===== src/rtl/cdc_toggle_rx.sv =====
// cdc_toggle_rx: receive side of a toggle-handshake crossing. Captures data_i on each request
// toggle, presents it valid/ready, and returns an ack toggle only when the consumer accepts.
`default_nettype none

module cdc_toggle_rx #(
  parameter int DATA_WIDTH = 8,
  parameter int CNT_WIDTH  = 8
) (
  input  logic                  clk_i,
  input  logic                  rst_ni,
  input  logic                  req_tgl_sync_i,
  input  logic [DATA_WIDTH-1:0] data_i,
  output logic                  valid_o,
  input  logic                  ready_i,
  output logic [DATA_WIDTH-1:0] data_o,
  output logic                  ack_tgl_o,
  output logic                  ovr_o,
  output logic [CNT_WIDTH-1:0]  xfer_cnt_o
);

  typedef enum logic [1:0] {
    ST_INIT = 2'd0,
    ST_IDLE = 2'd1,
    ST_FULL = 2'd2
  } state_t;

  state_t                  state, state_nxt;
  logic                    req_q, req_q_nxt;
  logic                    valid_nxt;
  logic [DATA_WIDTH-1:0]   data_nxt;
  logic                    ack_nxt;
  logic                    ovr_nxt;
  logic [CNT_WIDTH-1:0]    cnt_nxt;
  logic                    req_edge;

  assign req_edge = req_tgl_sync_i ^ req_q;

  always_ff @(posedge clk_i or negedge rst_ni) begin
    if (!rst_ni) begin
      state      <= ST_INIT;
      req_q      <= 1'b0;
      valid_o    <= 1'b0;
      data_o     <= '0;
      ack_tgl_o  <= 1'b0;
      ovr_o      <= 1'b0;
      xfer_cnt_o <= '0;
    end else begin
      state      <= state_nxt;
      req_q      <= req_q_nxt;
      valid_o    <= valid_nxt;
      data_o     <= data_nxt;
      ack_tgl_o  <= ack_nxt;
      ovr_o      <= ovr_nxt;
      xfer_cnt_o <= cnt_nxt;
    end
  end

  always_comb begin
    state_nxt = state;
    req_q_nxt = req_q;
    valid_nxt = valid_o;
    data_nxt  = data_o;
    ack_nxt   = ack_tgl_o;
    ovr_nxt   = ovr_o;
    cnt_nxt   = xfer_cnt_o;
    case (state)
      // Align to whatever level the request arrives at, so a reset with req=1 is not a transfer.
      ST_INIT: begin
        req_q_nxt = req_tgl_sync_i;
        valid_nxt = 1'b0;
        state_nxt = ST_IDLE;
      end
      ST_IDLE: begin
        valid_nxt = 1'b0;
        if (req_edge) begin
          data_nxt  = data_i;
          req_q_nxt = req_tgl_sync_i;
          valid_nxt = 1'b1;
          state_nxt = ST_FULL;
        end
      end
      ST_FULL: begin
        // A toggle here is a sender violation: flag it, consume it, drop the word.
        if (req_edge) begin
          ovr_nxt   = 1'b1;
          req_q_nxt = req_tgl_sync_i;
        end
        if (valid_o && ready_i) begin
          valid_nxt = 1'b0;
          ack_nxt   = ~ack_tgl_o;
          cnt_nxt   = xfer_cnt_o + CNT_WIDTH'(1);
          state_nxt = ST_IDLE;
        end
      end
      default: begin
        valid_nxt = 1'b0;
        state_nxt = ST_INIT;
      end
    endcase
  end

endmodule

`default_nettype wire

===== config.mk =====
export PLATFORM = sky130hd
export DESIGN_NAME = cdc_toggle_rx
export DESIGN_NICKNAME = d
export VERILOG_FILES = /design/src/rtl/cdc_toggle_rx.sv
export SDC_FILE = /design/constraint.sdc
export NUM_CORES = 1
export LEC_CHECK = 0
export BUFFER_PORTS_ARGS = -buffer_cell sky130_fd_sc_hd__clkbuf_2
export CORE_MARGIN = 2
export CORE_UTILIZATION = 42
export DETAILED_ROUTE_END_ITERATION = 10
export PLACE_DENSITY = 0.68
export SYNTH_ARGS = -nofsm -noshare
export SYNTH_HDL_FRONTEND = slang
export SYNTH_SLANG_ARGS = --single-unit

===== constraint.sdc =====
create_clock -name clk_i -period 2.9 [get_ports clk_i]
set_input_delay 0.58 -clock clk_i [delete_from_list [all_inputs] [get_ports clk_i]]
set_output_delay 0.58 -clock clk_i [all_outputs]
set_load 0.1 [all_outputs]

# ---- Word level (Yosys, flattened, before mapping)
# Cells that the tools add are included.
dict set report op_classes {
  addsub 1
  n_eq_ne 5
  muxes 8
  n_bitwise 2
  reduce_logical 9
}
# cell n
set op_table {}
lappend op_table {{2-bit AND reduction} 5}
lappend op_table {{8-bit by 1-bit adder with 8-bit output, second input constant} 1}
lappend op_table {{2-bit one-hot mux with 3 select lines} 1}
lappend op_table {{2-bit two-way mux} 2}
lappend op_table {{2-bit inequality test, second input constant} 2}
lappend op_table {{1-bit one-hot mux with 2 select lines} 2}
lappend op_table {{1-bit two-way mux} 3}
lappend op_table {{2-bit by 1-bit equality test with 1-bit output, second input constant} 1}
lappend op_table {{2-bit equality test, second input constant} 1}
lappend op_table {{2-bit logical NOT} 1}
lappend op_table {{2-bit by 1-bit inequality test with 1-bit output, second input constant} 1}
lappend op_table {{2-bit nonzero test} 1}
lappend op_table {{2-bit OR reduction} 1}
lappend op_table {{1-bit logical AND} 1}
lappend op_table {{1-bit inverter} 1}
lappend op_table {{1-bit XOR} 1}
dict set report totals {
  reg_bits 22
  inputBits 12
  output_inout_bits 19
  elab_cells 32
}

# ---- Longest topological paths before layout
dict set report depth {
  word_depth 4
  depth_mapped 5
  mapped_depth_nobuf 5
}

# ---- Worst setup path after synthesis
# Ideal clock, no wire load.
dict set report synth_timing {
  path_type {register to register}
  start {register valid_o}
  end {register xfer_cnt_o[7]}
  setup_time_ps 161
  t_arrival_ps 1619
  required_ps 2739
  setup_slack_ps 1120
  path_stages_with_launch 4
  n_path_buf 0
  period_less_slack_ps 1780
  cell_sequence {dfrtp_1 nand3_2 nor4_2 xor2_1}
}
dict set report synth_via {
  elab_chain_len 2
}
# item line_no
set synth_rtl {}
lappend synth_rtl {{start, declared} 13} ;# output logic valid_o,
lappend synth_rtl {{start signal, assigned} 50} ;# valid_o <= valid_nxt;
lappend synth_rtl {{1-bit logical AND} 88} ;# if (valid_o && ready_i) begin
lappend synth_rtl {{2-bit AND reduction (no line)} --}
lappend synth_rtl {{end signal, assigned} 54} ;# xfer_cnt_o <= cnt_nxt;
lappend synth_rtl {{end, declared} 18} ;# output logic [CNT_WIDTH-1:0] xfer_cnt_o
# Every way passes these cells.
# A chain may end at the register's enable or synchronous reset.

# ---- Final worst setup path
dict set report layout_timing {
  start {register xfer_cnt_o[2]}
  end {output port xfer_cnt_o[2]}
}
# No word-level cell between the ends.

==> results list <==
* Status: complete, no violations
- Of the available clock period, the critical path in the final layout requires a little over three fifths.
* Sum of routed wire length over all layers: between 1.5 and 2 mm
- Final weighted congestion of routability-driven global placement: between 0.6 and 0.7
- Maximum number of pins on one net before global-route repair: 23
- Antenna violation net count after detailed routing: 0
- The number of antenna violations at the first check in global routing came to 0.
* Post-layout minimum cycle time: about 1.8 ns
- Post-CTS timing repair inserted 0 buffers for setup.
- Wire length of the first global-routing pass: 2.75 mm
- Number of maximum-capacitance constraint violations: 0
- The floorplan step defined a core boundary enclosing roughly 2200 um^2.
- The number of buffers and inverters on the critical path is 1.
* Most frequent standard cell in the layout excluding fill and tap cells: sky130_fd_sc_hd__clkbuf_2
- Placement row count: 17
- Flops & latches, synth: 22
* Number of detailed-routing iterations run before antenna repair: 6
- In this run the worst setup path terminates at xfer_cnt_o[2].
- During I/O placement, the number of pins put on the boundary was 31.
- The synthesized netlist devotes 8.18% of its cell area to simple gates.
- IO buf count: 30
- Full die area: between 2000 and 3000 um^2
- Die extent in y: roughly 52 um
- The clock arrives with ~0.0013 ns of skew.
- The critical path in this run is classified as reg -> out.
- During synthesis, Yosys emitted a total of 0 warnings.
- In the final layout, the share of cells above drive strength 1 is between 40 and 50%.
* Cell area after technology mapping: 963 um^2
- Global routing finished with a remaining overflow of 0.
* Count of vias placed by the detailed router: between 600 and 700
- Max frequency: 546 MHz
- Setup slack on the worst reg-to-reg path comes out at approximately 1.3 ns.
- On the critical path, the stage with the largest delay is an instance of sky130_fd_sc_hd__clkbuf_2.
- Largest fanout on the critical path: 6
- Final Hold Fails: 0
- Setup repair after global routing left no endpoint under its margin.
* RR Startpoint: state[0]$_DFFE_PN0P_
- Count of mapped cells out of synthesis: 73
- Slew HR: a little under two thirds
* Area post-placement: around 1100 um^2
* Max incr delay on CP: about 0.49 ns
* Multiplexer area fraction after synthesis: about an eighth
- Cell depth of the worst setup path: 1
* Effective utilization at floorplan: between 40 and 50%
- The repair_antennas step left the layout with diodes totalling 0.
- Final hold slack: around 0.23 ns
* Number of clock sinks seen by CTS: 22
- Crit Reg-Reg Endpoint: xfer_cnt_o[7]$_DFFE_PN0P_
* Final-report max-slew violation count: 0
- HPWL after detailed placement: about 1.3 mm
* Share of synthesized area occupied by flip-flops and latches: roughly 57%
- Number of vias per cell after detailed routing: 4.79
* Post-route design area: between 1000 and 1500 um^2
- For the pin with the worst max-slew slack, the measured transition is 0.546 ns.
- Most frequent cells in the layout: 30 x sky130_fd_sc_hd__clkbuf_2, 22 x sky130_fd_sc_hd__dfrtp_1, 10 x sky130_fd_sc_hd__mux2_2
- The kind of cell with the highest combined delay along the critical path is buffers and inverters.
* CTS root buffer: sky130_fd_sc_hd__clkbuf_4
- For the worst setup path, the data arrival time is ~1.3 ns.
* Class of the most critical hold timing path: in -> async
* Post-Syn Nets: 90
- For this block, the initial DRC count from the detailed router was 7.
* Total Routing Usage GR: between 10% and 20%
- Routed len/inst: between 10 and 15 um
- Kind of start point of the critical path: register
- Summed over all failing endpoints, the final setup total negative slack is 0 ns.
- Crit. End Element: output port
- The via count of the first global-routing pass came to roughly 630.
- Mean instance size in the synthesized netlist: approximately 13 um^2
- Synth Area in Compound Gates: a little under 5%
- Number of nets in the layout: about 130
- Summing the areas of all xor and xnor instances in the mapped netlist gives under 10% of the synthesized area.
- Post-CTS sizing: 0
- Clock slew at the register clock pins of the worst setup and hold paths: 0.12 ns
- At the worst endpoint, the required time is ~2.3 ns.
- Hold buffer count at cts: 0
* Count of cells along the worst register-to-register path: 5
* Worst-case clock buffer depth: 2
- Worst-Skew Late Latency: approximately 0.3 ns
- The critical path goes through clkbuf_2.
* Num CTS Buffers: 3
- Setup violations remaining at the end of the flow were counted as 0.
- TritonCTS built the clock tree.
- Relative to the synthesized area, the layout overhead comes to 23.0%.
* Number of library cell types mapped by synthesis: 21
* Combinational family with the most area after synthesis: multiplexers
* Width of the chip: about 52 um
- Post-synthesis adder-cell area fraction: 6.49%
* Count of unresolved DRC violations after routing: 0
- Critical Path Source: xfer_cnt_o[2]$_DFFE_PN0P_
* # H-tree levels: 1
[worst register-to-register path, delay by kind of cell (launching register included)]
kind	cells	cell delay, ns
xor gates and xnor gates	1	0.17
DFF	1	0.42
adders and majority gates	1	0.27
and+or+nand+nor	2	0.53
buffers and inverters	1	0.10
[cells by family after synthesis]
group           after synthesis
compound gates                7
flops                        22
fa+ha+maj                     5
mux                          11
simple gates                 14
buf+inv                       4
xor+xnor                     10
[per-layer routing]
metal  up-vias  global-route usage [%]  wire (um)
li1        313                       -          -
met2        29                    23.2        766
met5         -                       0          0
met3         4                    3.45        103
met1       300                    17.5        715
met4         0                    7.89         26
[through the flow]
| stage | setup slack [ns] | instances | util [%] |
|---|---|---|---|
| 6_report | 1.07 | 135 | 54.1 |
| 5_1_grt | 1.01 | 135 | 54.1 |
| 4_1_cts | 1.05 | 135 | 54.1 |
| 3_5_place_dp | 1.35 | 131 | 52.4 |
| 3_3_place_gp | 1.38 | 131 | 52.4 |
| 2_1_floorplan | 1.12 | 73 | - |
[worst min-delay path by stage]
| stage | from | end | slack, ns | cells past startpoint |
|---|---|---|---|---|
| finish | rst_ni | xfer_cnt_o[0]$_DFFE_PN0P_ | 0.23 | 1 |
| global route | rst_ni | ack_tgl_o$_DFFE_PN0P_ | 0.25 | 1 |
| CTS | rst_ni | xfer_cnt_o[5]$_DFFE_PN0P_ | 0.24 | 1 |
| detailed placement | xfer_cnt_o[7]$_DFFE_PN0P_ | xfer_cnt_o[7]$_DFFE_PN0P_ | 0.46 | 1 |
| global placement | ovr_o$_DFFE_PN0P_ | ovr_o$_DFFE_PN0P_ | 0.46 | 1 |
| floorplan | rst_ni | ack_tgl_o$_DFFE_PN0P_ | 0.28 | 0 |
[cells in the mapped netlist, drive strengths merged]
| library cell | number | area [um^2] |
|---|---|---|
| dfrtp | 22 | 551 |
| mux2 | 10 | 113 |
| ha | 5 | 62.6 |
| xnor2 | 5 | 43.8 |
| xor2 | 5 | 43.8 |
| inv | 4 | 15.0 |
| nand2 | 4 | 17.5 |
| nor2 | 3 | 11.3 |
| nand3 | 2 | 15.0 |
| nand4 | 2 | 12.5 |
| nor3 | 2 | 10.0 |
| o21ai | 2 | 10.0 |
| a21boi | 1 | 7.51 |
| a21o | 1 | 8.76 |
| a21oi | 1 | 5.00 |
| mux2i | 1 | 10.0 |
| nor4 | 1 | 12.5 |
| o21a | 1 | 7.51 |
| o21bai | 1 | 7.51 |
[area by class of cell]
cell class / count / area, um^2
fillers: 208 / 1010
flip-flops and latches: 22 / 551
multi-input cells: 47 / 398
repair buffers: 30 / 150
clock buffers: 4 / 36.3
well taps: 28 / 35.0
inverters: 4 / 15.0
[flip-flops by register name, indices dropped and copies added, names as in the netlist]
register    flops
valid_o         1
xfer_cnt_o      8
ovr_o           1
data_o          8
state           2
req_q           1
ack_tgl_o       1
Power is left out: the tool's default activity adds up to more than one toggle a clock period on the data nets, which glitch-free logic cannot reach.
